$ cat config.mk
export PLATFORM = sky130hd
export DESIGN_NAME = popcount_sequencer
export DESIGN_NICKNAME = d
export VERILOG_FILES = /design/src/rtl/popcount_pkg.sv /design/src/rtl/start_debounce.sv /design/src/rtl/popcount_sequencer.sv
export SDC_FILE = /design/constraint.sdc
export NUM_CORES = 1
export LEC_CHECK = 0
export ABC_AREA = 1
export CAP_MARGIN = 20
export CORE_UTILIZATION = 35
export CTS_CLUSTER_SIZE = 16
export DETAILED_ROUTE_END_ITERATION = 7
export GPL_TIMING_DRIVEN = 0
export PLACE_DENSITY_LB_ADDON = 0.1
export SETUP_SLACK_MARGIN = 0.2
export SLEW_MARGIN = 20
export SYNTH_ARGS = -nofsm -noshare
export SYNTH_HDL_FRONTEND = slang
export SYNTH_SLANG_ARGS = --single-unit
$ cat constraint.sdc
create_clock -name clk -period 1.54 [get_ports clk]
set_input_delay 0.308 -clock clk [delete_from_list [all_inputs] [get_ports clk]]
set_output_delay 0.308 -clock clk [all_outputs]
set_load 0.005 [all_outputs]
$ cat src/rtl/popcount_pkg.sv
// Shared types and defaults for the popcount sequencer.
// Optional feature macro: DEBOUNCE_EN (inserts start_debounce after the synchronizer).
package popcount_pkg;

  localparam int unsigned DEFAULT_DATA_W          = 8;
  localparam int unsigned DEFAULT_CNT_W           = 5;
  localparam int unsigned DEFAULT_DEBOUNCE_CYCLES = 12000;

  typedef enum logic [1:0] {
    IDLE = 2'd0,
    SCAN = 2'd1,
    DONE = 2'd2
  } state_t;

endpackage

$ cat src/rtl/start_debounce.sv
// Stability filter for the synchronized start level.
// Output follows the input only after it has differed for CYCLES consecutive clocks.
module start_debounce
  import popcount_pkg::*;
#(
  parameter int unsigned CYCLES = DEFAULT_DEBOUNCE_CYCLES
) (
  input  logic clk,
  input  logic rst,
  input  logic din,
  output logic dout
);

  localparam int unsigned CNT_W = $clog2(CYCLES + 1);

  logic [CNT_W-1:0] cnt;

  // Count consecutive disagreeing cycles; any agreement restarts the count.
  always_ff @(posedge clk) begin
    if (rst) begin
      cnt  <= '0;
      dout <= 1'b1;
    end else if (din == dout) begin
      cnt <= '0;
    end else if (cnt == CNT_W'(CYCLES - 1)) begin
      cnt  <= '0;
      dout <= din;
    end else begin
      cnt <= cnt + CNT_W'(1);
    end
  end

endmodule

$ cat src/rtl/popcount_sequencer.sv
// Handshaked serial ones-counter: latches data_in on a start edge, counts one bit
// per clock and holds the result on count until the next run.
// Optional feature macro: DEBOUNCE_EN (debounces start after the synchronizer).
module popcount_sequencer
  import popcount_pkg::*;
#(
  parameter int unsigned DATA_W          = DEFAULT_DATA_W,
  parameter int unsigned CNT_W           = DEFAULT_CNT_W,
  parameter int unsigned DEBOUNCE_CYCLES = DEFAULT_DEBOUNCE_CYCLES
) (
  input  logic              clk,
  input  logic              rst,
  input  logic              start,
  input  logic [DATA_W-1:0] data_in,
  output logic              busy,
  output logic              done,
  output logic [CNT_W-1:0]  count
);

  localparam int unsigned IDX_W = (DATA_W > 1) ? $clog2(DATA_W) : 1;

  // Elaboration-time parameter sanity checks.
  if ((2 ** CNT_W) <= DATA_W) begin : g_bad_cnt_w
    $error("popcount_sequencer: CNT_W too narrow for DATA_W");
  end
  if (DEBOUNCE_CYCLES < 1) begin : g_bad_debounce
    $error("popcount_sequencer: DEBOUNCE_CYCLES must be at least 1");
  end

  state_t            state;
  logic              sync1;
  logic              sync2;
  logic              start_s;
  logic              start_prev;
  logic              req;
  logic [DATA_W-1:0] shift_reg;
  logic [CNT_W-1:0]  acc;
  logic [IDX_W-1:0]  idx;

  // Two-flop synchronizer; reset high so a start held through reset is not an edge.
  always_ff @(posedge clk) begin
    if (rst) begin
      sync1 <= 1'b1;
      sync2 <= 1'b1;
    end else begin
      sync1 <= start;
      sync2 <= sync1;
    end
  end

`ifdef DEBOUNCE_EN
  start_debounce #(
    .CYCLES(DEBOUNCE_CYCLES)
  ) u_start_debounce (
    .clk (clk),
    .rst (rst),
    .din (sync2),
    .dout(start_s)
  );
`else
  assign start_s = sync2;
`endif

  // Previous start level for rising-edge detection; tracks even while busy.
  always_ff @(posedge clk) begin
    if (rst) begin
      start_prev <= 1'b1;
    end else begin
      start_prev <= start_s;
    end
  end

  assign req = start_s & ~start_prev;

  // Sequencer: accept, scan one bit per cycle, publish result with a done pulse.
  always_ff @(posedge clk) begin
    if (rst) begin
      state     <= IDLE;
      shift_reg <= '0;
      acc       <= '0;
      idx       <= '0;
      busy      <= 1'b0;
      done      <= 1'b0;
      count     <= '0;
    end else begin
      done <= 1'b0;
      case (state)
        IDLE: begin
          if (req) begin
            shift_reg <= data_in;
            acc       <= '0;
            idx       <= '0;
            busy      <= 1'b1;
            state     <= SCAN;
          end
        end
        SCAN: begin
          acc       <= acc + CNT_W'(shift_reg[0]);
          shift_reg <= shift_reg >> 1;
          idx       <= idx + IDX_W'(1);
          if (idx == IDX_W'(DATA_W - 1)) begin
            state <= DONE;
          end
        end
        DONE: begin
          count <= acc;
          done  <= 1'b1;
          busy  <= 1'b0;
          state <= IDLE;
        end
        default: begin
          busy  <= 1'b0;
          state <= IDLE;
        end
      endcase
    end
  end

endmodule

# Word-level counts from Yosys, hierarchy flattened
# Cells that the tools add are included.
word_totals:
  ff_bits: 28
  inputBits: 11
  out_inout_bits: 7
  elab_cells: 37
op_classes:
  add_sub_neg: 2
  n_eq_ne: 5
  mux: 12
  n_bitwise: 3
  reduce_logical: 5
op_table:
  columns: ["operator", "n"]
  rows:
  - ["$pmux W8 S2", 1]
  - ["$pmux W5 S2", 1]
  - ["$mux W8", 1]
  - ["$pmux W3 S2", 1]
  - ["$reduce_and A2 Y1", 3]
  - ["$add A5 B1 Y5", 1]
  - ["$mux W5", 1]
  - ["$mux W2", 2]
  - ["$ne A2 B2 Y1 const B", 2]
  - ["$pmux W2 S2", 1]
  - ["$add A3 B1 Y3 const B", 1]
  - ["$eq A3 B3 Y1 const B", 1]
  - ["$mux W3", 1]
  - ["$eq A2 B1 Y1 const B", 1]
  - ["$eq A2 B2 Y1 const B", 1]
  - ["$logic_not A2 Y1", 1]
  - ["$mux W1", 2]
  - ["$not A1 Y1", 2]
  - ["$pmux W1 S2", 1]
  - ["$reduce_bool A2 Y1", 1]
  - ["$and A1 B1 Y1", 1]

# Longest topological paths before layout
# Gate-level depths: netlist (run 1).
logic_depth:
  ltp_word: 4
  depth_mapped: 7
  ltp_nobuf: 7

# Worst setup path after synthesis (run 1)
# Ideal clock, no wire load.
synth_timing:
  kind: "register -> register"
  startpoint: "register acc[0]"
  endpoint: "register acc[2]"
  setup_time_ps: 123
  arrival_time_ps: 1086
  t_required_ps: 1417
  setup_slack_ps: 331
  path_stages_with_launch: 6
  n_path_buf: 0
  period_less_slack_ps: 1209
  path_cell_list: "dfxtp_1 > ha_1 > ha_1 > or2_2 > nand3_1 > a21oi_2"
synth_between:
  elab_chain_len: 2
synth_lines:
  columns: ["element", "line_no", "rtl"]
  rows:
  - ["start: declaration", "popcount_sequencer.sv:37", "logic [CNT_W-1:0] acc;"]
  - ["start signal: assignment", "popcount_sequencer.sv:98", "acc <= acc + CNT_W'(shift_reg[0]);"]
  - ["$add A5 B1 Y5", "popcount_sequencer.sv:98", null]
  - ["$pmux W5 S2", "popcount_sequencer.sv:87", "case (state)"]
# No other way between the ends.
# A chain may end at the register's enable or synchronous reset.

# Worst setup path after layout (run 1)
layout_timing:
  startpoint: "register shift_reg[0]"
  endpoint: "register acc[2]"
layout_between:
  elab_chain_len: 2
layout_lines:
  columns: ["element", "line_no", "rtl"]
  rows:
  - ["start: declaration", "popcount_sequencer.sv:36", "logic [DATA_W-1:0] shift_reg;"]
  - ["start signal: assignment", "popcount_sequencer.sv:90", "shift_reg <= data_in;"]
  - ["start signal: assignment", "popcount_sequencer.sv:99", "shift_reg <= shift_reg >> 1;"]
  - ["$add A5 B1 Y5", "popcount_sequencer.sv:98", null]
  - ["$pmux W5 S2", "popcount_sequencer.sv:87", null]
# No other way between the ends.

==> metrics.md, run 1 <==
| Metric | Value |
|---|---|
| Worst vdd ir | `626 uV` |
| Largest net degree at the start of global routing | `17` |
| Final wirelength | `2600 um` |
| Hold crit path type | `register to register` |
| Die H | `63.0 um` |
| CP bufs+invs | `0` |
| Status | `finished clean` |
| Max reg flops | `8` |
| Routed WL per cell | `11.8 um` |
| Hold Slack | `0.417 ns` |
| Routability cong. | `0.704` |
| Commonest cells post-synth | `nand2_1 (34), dfxtp_1 (28), nor2_1 (17), nand3_1 (14)` |
| Slowest-stage cell, CP | `dfxtp_2` |
| DRT Pass-1 Iters | `4` |
| Io pins | `18` |
| Post-synth EDFFs | `0` |
| Crit path kind | `register to register` |
| Starting density of the core | `37.8%` |
| Synth cell types | `20` |
| Fmax | `765 MHz` |
| GRT Overall Usage | `14.3%` |
| Max FO, Critical Path | `3` |
| Clock tree sinks | `28` |
| CTS tree | `done` |
| Max-cap viol count | `0` |
| Net switching power of the design | `0.296 mW` |
| Core Box Area | `0.00344 mm2` |
| Area grow syn2layout | `23.1%` |
| HPWL Detailed | `1840 um` |
| RSZ-0062 raised after global routing | `yes` |
| Final period util | `84.8%` |
| Multi-input logic area | `644 um2` |
| Clock transition at the registers of the reported paths | `0.10 ns` |
| FF+latch count, synth | `28` |
| Critical path, cell by cell | `ha_1 > ha_1 > or2_2 > nand3_1 > a21oi_2` |
| Worst Path Required | `1.70 ns` |
| Pre-CTS setup slack | `-0.0169 ns` |
| CP peak stage delay | `0.35 ns` |
| Final core utilization | `46.6%` |
| Clock buffer depth | `2` |
| Resized Gates After CTS | `13` |
| Worst-skew pair later-pin latency | `0.28 ns` |
| Leakage | `0.675 nW` |
| Final Power | `1.43 mW` |
| PortBufs | `17` |
| Die ar. | `0.00397 mm2` |
| Power per cell area | `895 mW/mm2` |
| Synth Instances | `153` |
| Vias in the first global route | `978` |
| # diodes | `0` |
| Rows | `21` |
| Seq. cell area | `571 um2` |
| CP most frequent cell | `ha_1` |
| Switch share | `20.6%` |
| Worst Slack Setup Final | `0.233 ns` |
| Synth Area per Inst | `8.51 um2` |
| Count leader, synth | `nand2_1` |
| Worst Clk Skew | `0.0113 ns` |
| Antenna violations before repair | `0` |
| Cell family with most CP delay | `adder cells` |
| Final setup TNS | `0 ns` |
| Synthesized Nets | `168` |
| Mapped cell area | `0.00130 mm2` |
| Worst Tran Pin Value | `0.278 ns` |
| CTS H-tree depth | `1` |
| Fillcell total | `367` |
| Final setup violation count | `0` |
| Ys flop type | `dfxtp_1` |
| Vias/cell | `4.71` |
| Sequential share of the synthesized area | `43.0%` |
| Hold buffer count at CTS | `0` |
| Crit path time final | `1.31 ns` |
| Final net count | `190` |
| Clock Power Share | `40.3%` |
| Grt total ovfl | `0` |
| Worst Setup Start Kind | `register` |
| Final Hold Viols | `0` |
| Drt drc | `0` |
| Gate power share | `7.7%` |
| Slew headroom | `81.5%` |
| Inserted Clock Buffers | `3` |
| Largest area contributor in the netlist | `dfxtp_1` |
| Ys Warns | `0` |
| Die width | `63.0 um` |
| Post-CTS Setup Repair Bufs | `0` |
| Final Max Slew Viols | `0` |
| CTS root buf | `clkbuf_8` |
| Ys async rst share | `0%` |
| Internal power | `1.14 mW` |
| First-pass GRT wire length | `4570 um` |
| Reg power frac | `52.0%` |
| DRT antenna net count | `0` |
| Layout cell share with drive strength beyond 1 | `27.0%` |
| DR iter-0 viols | `36` |
| Crit path DAT | `1.46 ns` |
| Yosys top cell area share | `43.0%` |
| Top cells by area, synth | `dfxtp_1 (43%), nand2_1 (9.8%), nand3_2 (7.7%)` |
| DR vias | `1,037` |
| Crit end category | `register` |
## power groups by stage
stage                     combinational (mW)  clock, mW  sequential (mW)
final                                  0.110      0.578            0.746
after global routing                   0.123      0.630            0.748
after CTS                              0.112      0.599            0.746
after detailed placement               0.112          0            0.763
after global placement                 0.111          0            0.763
after floorplan                       0.0697          0            0.761
## cell families (layout without fill, tap and decap cells)
| family | Yosys count | after routing | synth area share [%] |
|---|---|---|---|
| compound gates | 24 | 24 | 12.1 |
| simple gates | 83 | 83 | 33.5 |
| buf+inv | 14 | 35 | 7.49 |
| fa+ha+maj | 4 | 4 | 3.84 |
| flops | 28 | 28 | 43.0 |
## placed cells by master, fill, tap and decap left out, drive strengths merged
| cell | count |
|---|---|
| nand2 | 36 |
| dfxtp | 28 |
| nand3 | 25 |
| nor2 | 18 |
| a21oi | 18 |
| clkdlybuf4s50 | 10 |
| dlygate4sd2 | 7 |
| inv | 7 |
| buf | 7 |
| o21ai | 6 |
| ha | 4 |
| or2 | 3 |
| clkbuf | 3 |
| nor3 | 1 |
| bufinv | 1 |
## worst paths after layout
| check | from | to | slack [ns] | cells past startpoint |
|---|---|---|---|---|
| setup / recovery | shift_reg[0]$_SDFFE_PP0P_ | acc[2]$_SDFFE_PP0P_ | 0.23 | 5 |
| hold / removal | sync1$_SDFF_PP1_ | start_s$_SDFF_PP1_ | 0.42 | 1 |
| setup reg to reg | shift_reg[0]$_SDFFE_PP0P_ | acc[2]$_SDFFE_PP0P_ | 0.23 | 5 |
| hold reg to reg | sync1$_SDFF_PP1_ | start_s$_SDFF_PP1_ | 0.42 | 1 |
## cell type report
class                   instances  area share, %
multi-input cells             111           40.2
flip-flops and latches         28           35.6
repair buffers                 17           10.1
plain buffers                   7           4.45
well taps                      46           3.59
clock buffers                   3           2.58
clock inverters                 1           1.87
inverters                       7           1.64
## worst register-to-register path, cell delays in order, from the launching register on
cell	delay, ns
dfxtp_2	0.35
ha_1	0.21
ha_1	0.21
or2_2	0.28
nand3_1	0.09
a21oi_2	0.06
## per-layer routing
layer  up-vias  part of all wire (%)  GRT usage [%]
li1        545                     -              -
met1       477                    50           19.0
met2        13                    45           23.7
met3         2                   3.4           3.28
met4         0                  0.85           2.62
met5         -                     0              0
## stage by stage
stage          std cells  area (um2)
2_1_floorplan        153        1300
3_3_place_gp         216        1530
3_5_place_dp         216        1530
4_1_cts              220        1600
5_1_grt              220        1600
6_report             220        1600
Note: power is estimated with default switching activity, not from simulation.
==> run 2, diff against run 1 <==
==> constraint.sdc (replaced) <==
create_clock -name clk -period 1.2 [get_ports clk]
set_input_delay 0.24 -clock clk [delete_from_list [all_inputs] [get_ports clk]]
set_output_delay 0.24 -clock clk [all_outputs]
set_load 0.005 [all_outputs]
==> run 2 against run 1 <==
Routed wire length is 12% higher. Clock power is 32% higher. Final cell count is 5.0% higher. Die area is the same. Combinational power is 64% higher. First-iteration DRC count grew 130%. Critical path depth is the same. Critical path type unchanged. Critical endpoint unchanged. Largest power group unchanged.
==> metrics.md, run 2 (same netlist as run 1, synthesis figures left out) <==
| Metric | Value |
|---|---|
| Status | `finished clean` |
| Clock tree sinks | `28 (unchanged)` |
| Grt total ovfl | `0 (unchanged)` |
| R2r startpoint | `shift_reg[0]$_SDFFE_PP0P_` |
| Max FO, Critical Path | `3 (unchanged)` |
| Largest net degree at the start of global routing | `17 (unchanged)` |
| DR vias | `1,090 (+5.1%)` |
| Crit path time final | `1.15 ns (-0.153 ns)` |
| Worst-skew pair later-pin latency | `0.28 ns (about the same)` |
| Vias/cell | `4.72 (+0.11%)` |
| CP peak stage delay | `0.38 ns (+0.03 ns)` |
| Crit path DAT | `1.34 ns (-0.12 ns)` |
| Worst Path Required | `1.38 ns (-0.32 ns)` |
| CP bufs+invs | `0 (unchanged)` |
| Final Hold Viols | `0 (unchanged)` |
| DRT antenna net count | `0 (unchanged)` |
| Drt drc | `0 (unchanged)` |
| Worst Tran Pin Value | `0.293 ns (+0.0154 ns)` |
| Vias in the first global route | `1,030 (+5.3%)` |
| Worst Clk Skew | `0.00230 ns (-0.00899 ns)` |
| First-pass GRT wire length | `4990 um (+9.1%)` |
| Leakage | `0.721 nW (+6.7%)` |
| Die ar. | `0.00397 mm2 (unchanged)` |
| Final period util | `96.1% (+11 points)` |
| Worst vdd ir | `383 uV (-39%)` |
| Fmax | `867 MHz (+13%)` |
| Most frequent cells in the layout | `nand2_1 (30), nor2_1 (13), a21oi_2 (13), dfxtp_2 (13), dfxtp_1 (13)` |
| CTS root buf | `clkbuf_8` |
| Clock buffer depth | `2 (unchanged)` |
| Inserted Clock Buffers | `3 (unchanged)` |
| Io pins | `18 (unchanged)` |
| # diodes | `0 (unchanged)` |
| HPWL Detailed | `1870 um (+1.5%)` |
| Hold crit path type | `register to register` |
| CP most frequent cell | `ha_4` |
| DR iter-0 viols | `82 (+130%)` |
| DRT Pass-1 Iters | `4 (unchanged)` |
| Final Max Slew Viols | `0 (unchanged)` |
| Max-cap viol count | `0 (unchanged)` |
| Routed WL per cell | `12.6 um (+7.0%)` |
| Final setup violation count | `0 (unchanged)` |
| Final wirelength | `2920 um (+12%)` |
| Max reg flops | `8 (unchanged)` |
| Commonest non-fill, non-tap cell in the layout | `nand2_1` |
| Dpl cell area | `0.00156 mm2 (+2.2%)` |
| Rows | `21 (unchanged)` |
| Die H | `63.0 um (unchanged)` |
| Pre-CTS setup slack | `-0.295 ns (-0.278 ns)` |
| Cell family with most CP delay | `flip-flops` |
| Starting density of the core | `37.8% (unchanged)` |
| Crit path kind | `register to register` |
| Routability cong. | `0.703 (about the same)` |
| PortBufs | `17 (unchanged)` |
| CTS H-tree depth | `1 (unchanged)` |
| Power per cell area | `1040 mW/mm2 (+16%)` |
| Area grow syn2layout | `40.2%` |
| Placed insts | `216 (unchanged)` |
| Slowest-stage cell, CP | `dfxtp_4` |
| Core Box Area | `0.00344 mm2 (unchanged)` |
| Hold Slack | `0.422 ns (+0.00513 ns)` |
| CTS tree | `done` |
| Critical Path Source | `shift_reg[0]$_SDFFE_PP0P_` |
| GRT Overall Usage | `15.9% (+1.6 points)` |
| Hold buffer count at CTS | `0 (unchanged)` |
| Final Non-Filler Cells | `231 (+5.0%)` |
| Worst Min Path Start | `sync1$_SDFF_PP1_` |
| Final net count | `201 (+5.8%)` |
| RSZ-0062 raised after global routing | `yes` |
| Die width | `63.0 um (unchanged)` |
| Clock transition at the registers of the reported paths | `0.10 ns (about the same)` |
| Antenna violations before repair | `0 (unchanged)` |
| Critical path, cell by cell | `ha_4 > ha_4 > or2_4 > nand3_2 > a21oi_2` |
| Slew headroom | `80.4% (-1.0 points)` |
| Worst Slack Setup Final | `0.0467 ns (-0.187 ns)` |
| Final instance area | `0.00183 mm2 (+14%)` |
| Crit end category | `register` |
| Layout cell share with drive strength beyond 1 | `49.7% (+23 points)` |
| Worst Setup Start Kind | `register` |
run 2: cell type report:
type                            instances  area [um2]
Buffer                                  7         100
Clock buffer                            3        41.3
Clock inverter                          1        30.0
Fill cell                             343        1620
Inverter                                7        35.0
Multi-Input combinational cell        111         748
Sequential cell                        28         584
Tap cell                               46        57.6
Timing Repair Buffer                   28         229
run 2: metrics by stage:
stage	utilization [%]	power [mW]	setup TNS [ns]
5_1_grt	53.0	1.97	-0.00418
2_1_floorplan	-	1.07	0
4_1_cts	49.1	1.89	0
3_3_place_gp	45.4	1.12	-2.66
6_report	53.0	1.90	0
3_5_place_dp	45.4	1.12	-2.85
run 2: path summary, 6_finish.rpt:
check | depth (start not counted) | slack, ns | endpoint
setup / recovery | 5 | 0.05 | acc[2]$_SDFFE_PP0P_
hold / removal | 1 | 0.42 | start_s$_SDFF_PP1_
setup reg to reg | 5 | 0.05 | acc[2]$_SDFFE_PP0P_
hold reg to reg | 1 | 0.42 | start_s$_SDFF_PP1_
run 2: timing repair:
action	in CTS	in global routing
setup endpoints to repair	30	28
buffers inserted	5	6
resized for setup	45	32
pin swaps	1	8
run 2: report_power, final:
part           switching, mW  internal, mW
clock network          0.317         0.447
registers             0.0119         0.944
logic                 0.0884        0.0917
run 2: per-layer routing:
metal  track usage (%)  vias to the layer above  routed length, um
met5                 0                        -                  0
met4              5.23                        0                 39
met3              2.92                        4                 63
met2              26.1                       13               1380
met1              20.8                      507               1430
li1                  -                      566                  -
==> run 3, diff against run 2 <==
--- a/config.mk
+++ b/config.mk
@@ -11,7 +11,7 @@
 export CTS_CLUSTER_SIZE = 16
 export DETAILED_ROUTE_END_ITERATION = 7
 export GPL_TIMING_DRIVEN = 0
-export PLACE_DENSITY_LB_ADDON = 0.1
+export PLACE_DENSITY = 0.62
 export SETUP_SLACK_MARGIN = 0.2
 export SLEW_MARGIN = 20
 export SYNTH_ARGS = -nofsm -noshare
==> run 3 against run 2 <==
Sequential power is essentially flat. Maximum frequency grew 2.7%. Design area grew 3.4%. Register-to-register slack gained 0.03 ns. Setup slack gained 0.030 ns. Die area is the same. Global-route usage grew 0.30 points. Largest cell class unchanged.
==> metrics.md, run 3 (same netlist as run 1, synthesis figures left out) <==
| Metric | Value |
|---|---|
| Max FO, Critical Path | `3 (unchanged)` |
| Final Hold Viols | `0 (unchanged)` |
| Largest net degree at the start of global routing | `17 (unchanged)` |
| Worst Tran Pin Value | `0.429 ns (+0.136 ns)` |
| Final Max Slew Viols | `0 (unchanged)` |
| Io pins | `18 (unchanged)` |
| Hold Slack | `0.435 ns (+0.0129 ns)` |
| Status | `finished clean` |
| Crit path kind | `register to register` |
| DRT Pass-1 Iters | `4 (unchanged)` |
| Worst Path Required | `1.38 ns (about the same)` |
| Clock transition at the registers of the reported paths | `0.10 ns (about the same)` |
| Hold path depth | `1 (unchanged)` |
| GRT Overall Usage | `16.2% (+0.30 points)` |
| CTS tree | `done` |
| Slew headroom | `71.4% (-9.0 points)` |
| HPWL Detailed | `1950 um (+4.3%)` |
| Fillcell total | `304 (-11%)` |
| Max-cap viol count | `0 (unchanged)` |
| Starting density of the core | `37.8% (unchanged)` |
| Crit end category | `register` |
| Area grow syn2layout | `44.9%` |
| Max reg flops | `8 (unchanged)` |
| Routed WL per cell | `13.4 um (+6.4%)` |
| Final setup violation count | `0 (unchanged)` |
| Cells on worst reg2reg path | `7 (+2)` |
| Commonest non-fill, non-tap cell in the layout | `nand2_1` |
| Hold buffer count at CTS | `0 (unchanged)` |
| Layout cell share with drive strength beyond 1 | `55.4% (+5.7 points)` |
| Die width | `63.0 um (unchanged)` |
| Leakage | `0.719 nW (-0.25%)` |
| Clock tree sinks | `28 (unchanged)` |
| Antenna violations before repair | `0 (unchanged)` |
| DRT antenna net count | `0 (unchanged)` |
| # diodes | `0 (unchanged)` |
| Final Non-Filler Cells | `230 (-0.43%)` |
| Die ar. | `0.00397 mm2 (unchanged)` |
| Routability cong. | `0.731 (+3.9%)` |
| Core Box Area | `0.00344 mm2 (unchanged)` |
| Rows | `21 (unchanged)` |
| Hold crit path type | `register to register` |
| Crit path DAT | `1.31 ns (-0.03 ns)` |
| PortBufs | `17 (unchanged)` |
| DR vias | `1,133 (+3.9%)` |
| Most frequent cells in the layout | `nand2_1 (28), nand3_2 (14), a21oi_2 (14), dfxtp_1 (14), nor2_1 (13)` |
| Fmax | `890 MHz (+2.7%)` |
| Vias/cell | `4.93 (+4.4%)` |
| Final period util | `93.6% (-2.5 points)` |
| Worst Clk Skew | `0.00262 ns (+0.000312 ns)` |
| Final Power | `1.90 mW (-0.25%)` |
| Grt total ovfl | `0 (unchanged)` |
| Worst vdd ir | `589 uV (+54%)` |
| First-pass GRT wire length | `5030 um (+0.84%)` |
| CTS H-tree depth | `1 (unchanged)` |
| DR iter-0 viols | `42 (-49%)` |
| Vias in the first global route | `1,124 (+9.1%)` |
| Final net count | `200 (-0.50%)` |
| CTS root buf | `clkbuf_8` |
| RSZ-0062 raised after global routing | `yes` |
| Drt drc | `0 (unchanged)` |
| Clock buffer depth | `2 (unchanged)` |
| Die H | `63.0 um (unchanged)` |
| Crit path time final | `1.12 ns (-0.0301 ns)` |
| Worst-skew pair later-pin latency | `0.28 ns (about the same)` |
| Placed insts | `216 (unchanged)` |
| Power per cell area | `1000 mW/mm2 (-3.5%)` |
| Pre-CTS setup slack | `-0.302 ns (-0.00713 ns)` |
| Worst Slack Setup Final | `0.0768 ns (+0.0301 ns)` |
| Worst Setup Start Kind | `register` |
| Inserted Clock Buffers | `3 (unchanged)` |
| Final wirelength | `3090 um (+5.9%)` |
-- run 3: final timing paths --
| kind | start | to | slack [ns] |
|---|---|---|---|
| max reg2reg | acc[0]$_SDFFE_PP0P_ | acc[4]$_SDFFE_PP0P_ | 0.08 |
| max | acc[0]$_SDFFE_PP0P_ | acc[4]$_SDFFE_PP0P_ | 0.08 |
| min reg2reg | sync1$_SDFF_PP1_ | start_s$_SDFF_PP1_ | 0.44 |
| min | sync1$_SDFF_PP1_ | start_s$_SDFF_PP1_ | 0.44 |
-- run 3: layer usage --
layer	up-vias	GRT usage, %	share of wire (%)
li1	565	-	-
met1	552	18.4	43
met4	0	6.69	1.7
met5	-	0	0
met3	5	2.37	2.1
met2	11	29.7	54
-- run 3: layout make-up --
type                       count  area [um2]  share of cell area (%)
buffer                         7        98.8                    5.24
tap                           46        57.6                    3.05
clock buffer                   3        41.3                    2.19
inverter                       7        35.0                    1.86
timing repair buffer          27         256                    13.6
sequential                    28         586                    31.0
multi-input combinational    111         782                    41.4
clock inverter                 1        30.0                    1.59
-- run 3: power by group --
part | switching [mW] | internal [mW]
clock network | 0.302 | 0.447
logic | 0.0975 | 0.0949
registers | 0.0122 | 0.942
-- run 3: per-stage QoR --
stage	setup TNS, ns	instance area (um2)	util, %
after floorplan	0	1340	-
after global placement	-2.66	1560	45.4
after detailed placement	-2.86	1560	45.4
after CTS	0	1710	49.7
after global routing	0	1890	54.8
final	0	1890	54.8
-- run 3: critical path, cell delays in order, from the launching register on --
cell     delay (ns)
dfxtp_4        0.38
ha_4           0.14
ha_4           0.13
nand3_2        0.08
nor2_2         0.14
nand2_1        0.06
nand2_1        0.06
nor2_1         0.04
-- run 3: what timing repair did --
item,in CTS,in global routing
cloned,0,1
buffers inserted,5,4
gates resized for setup,49,42
endpoints found under the setup margin,32,27
pin swaps,3,13
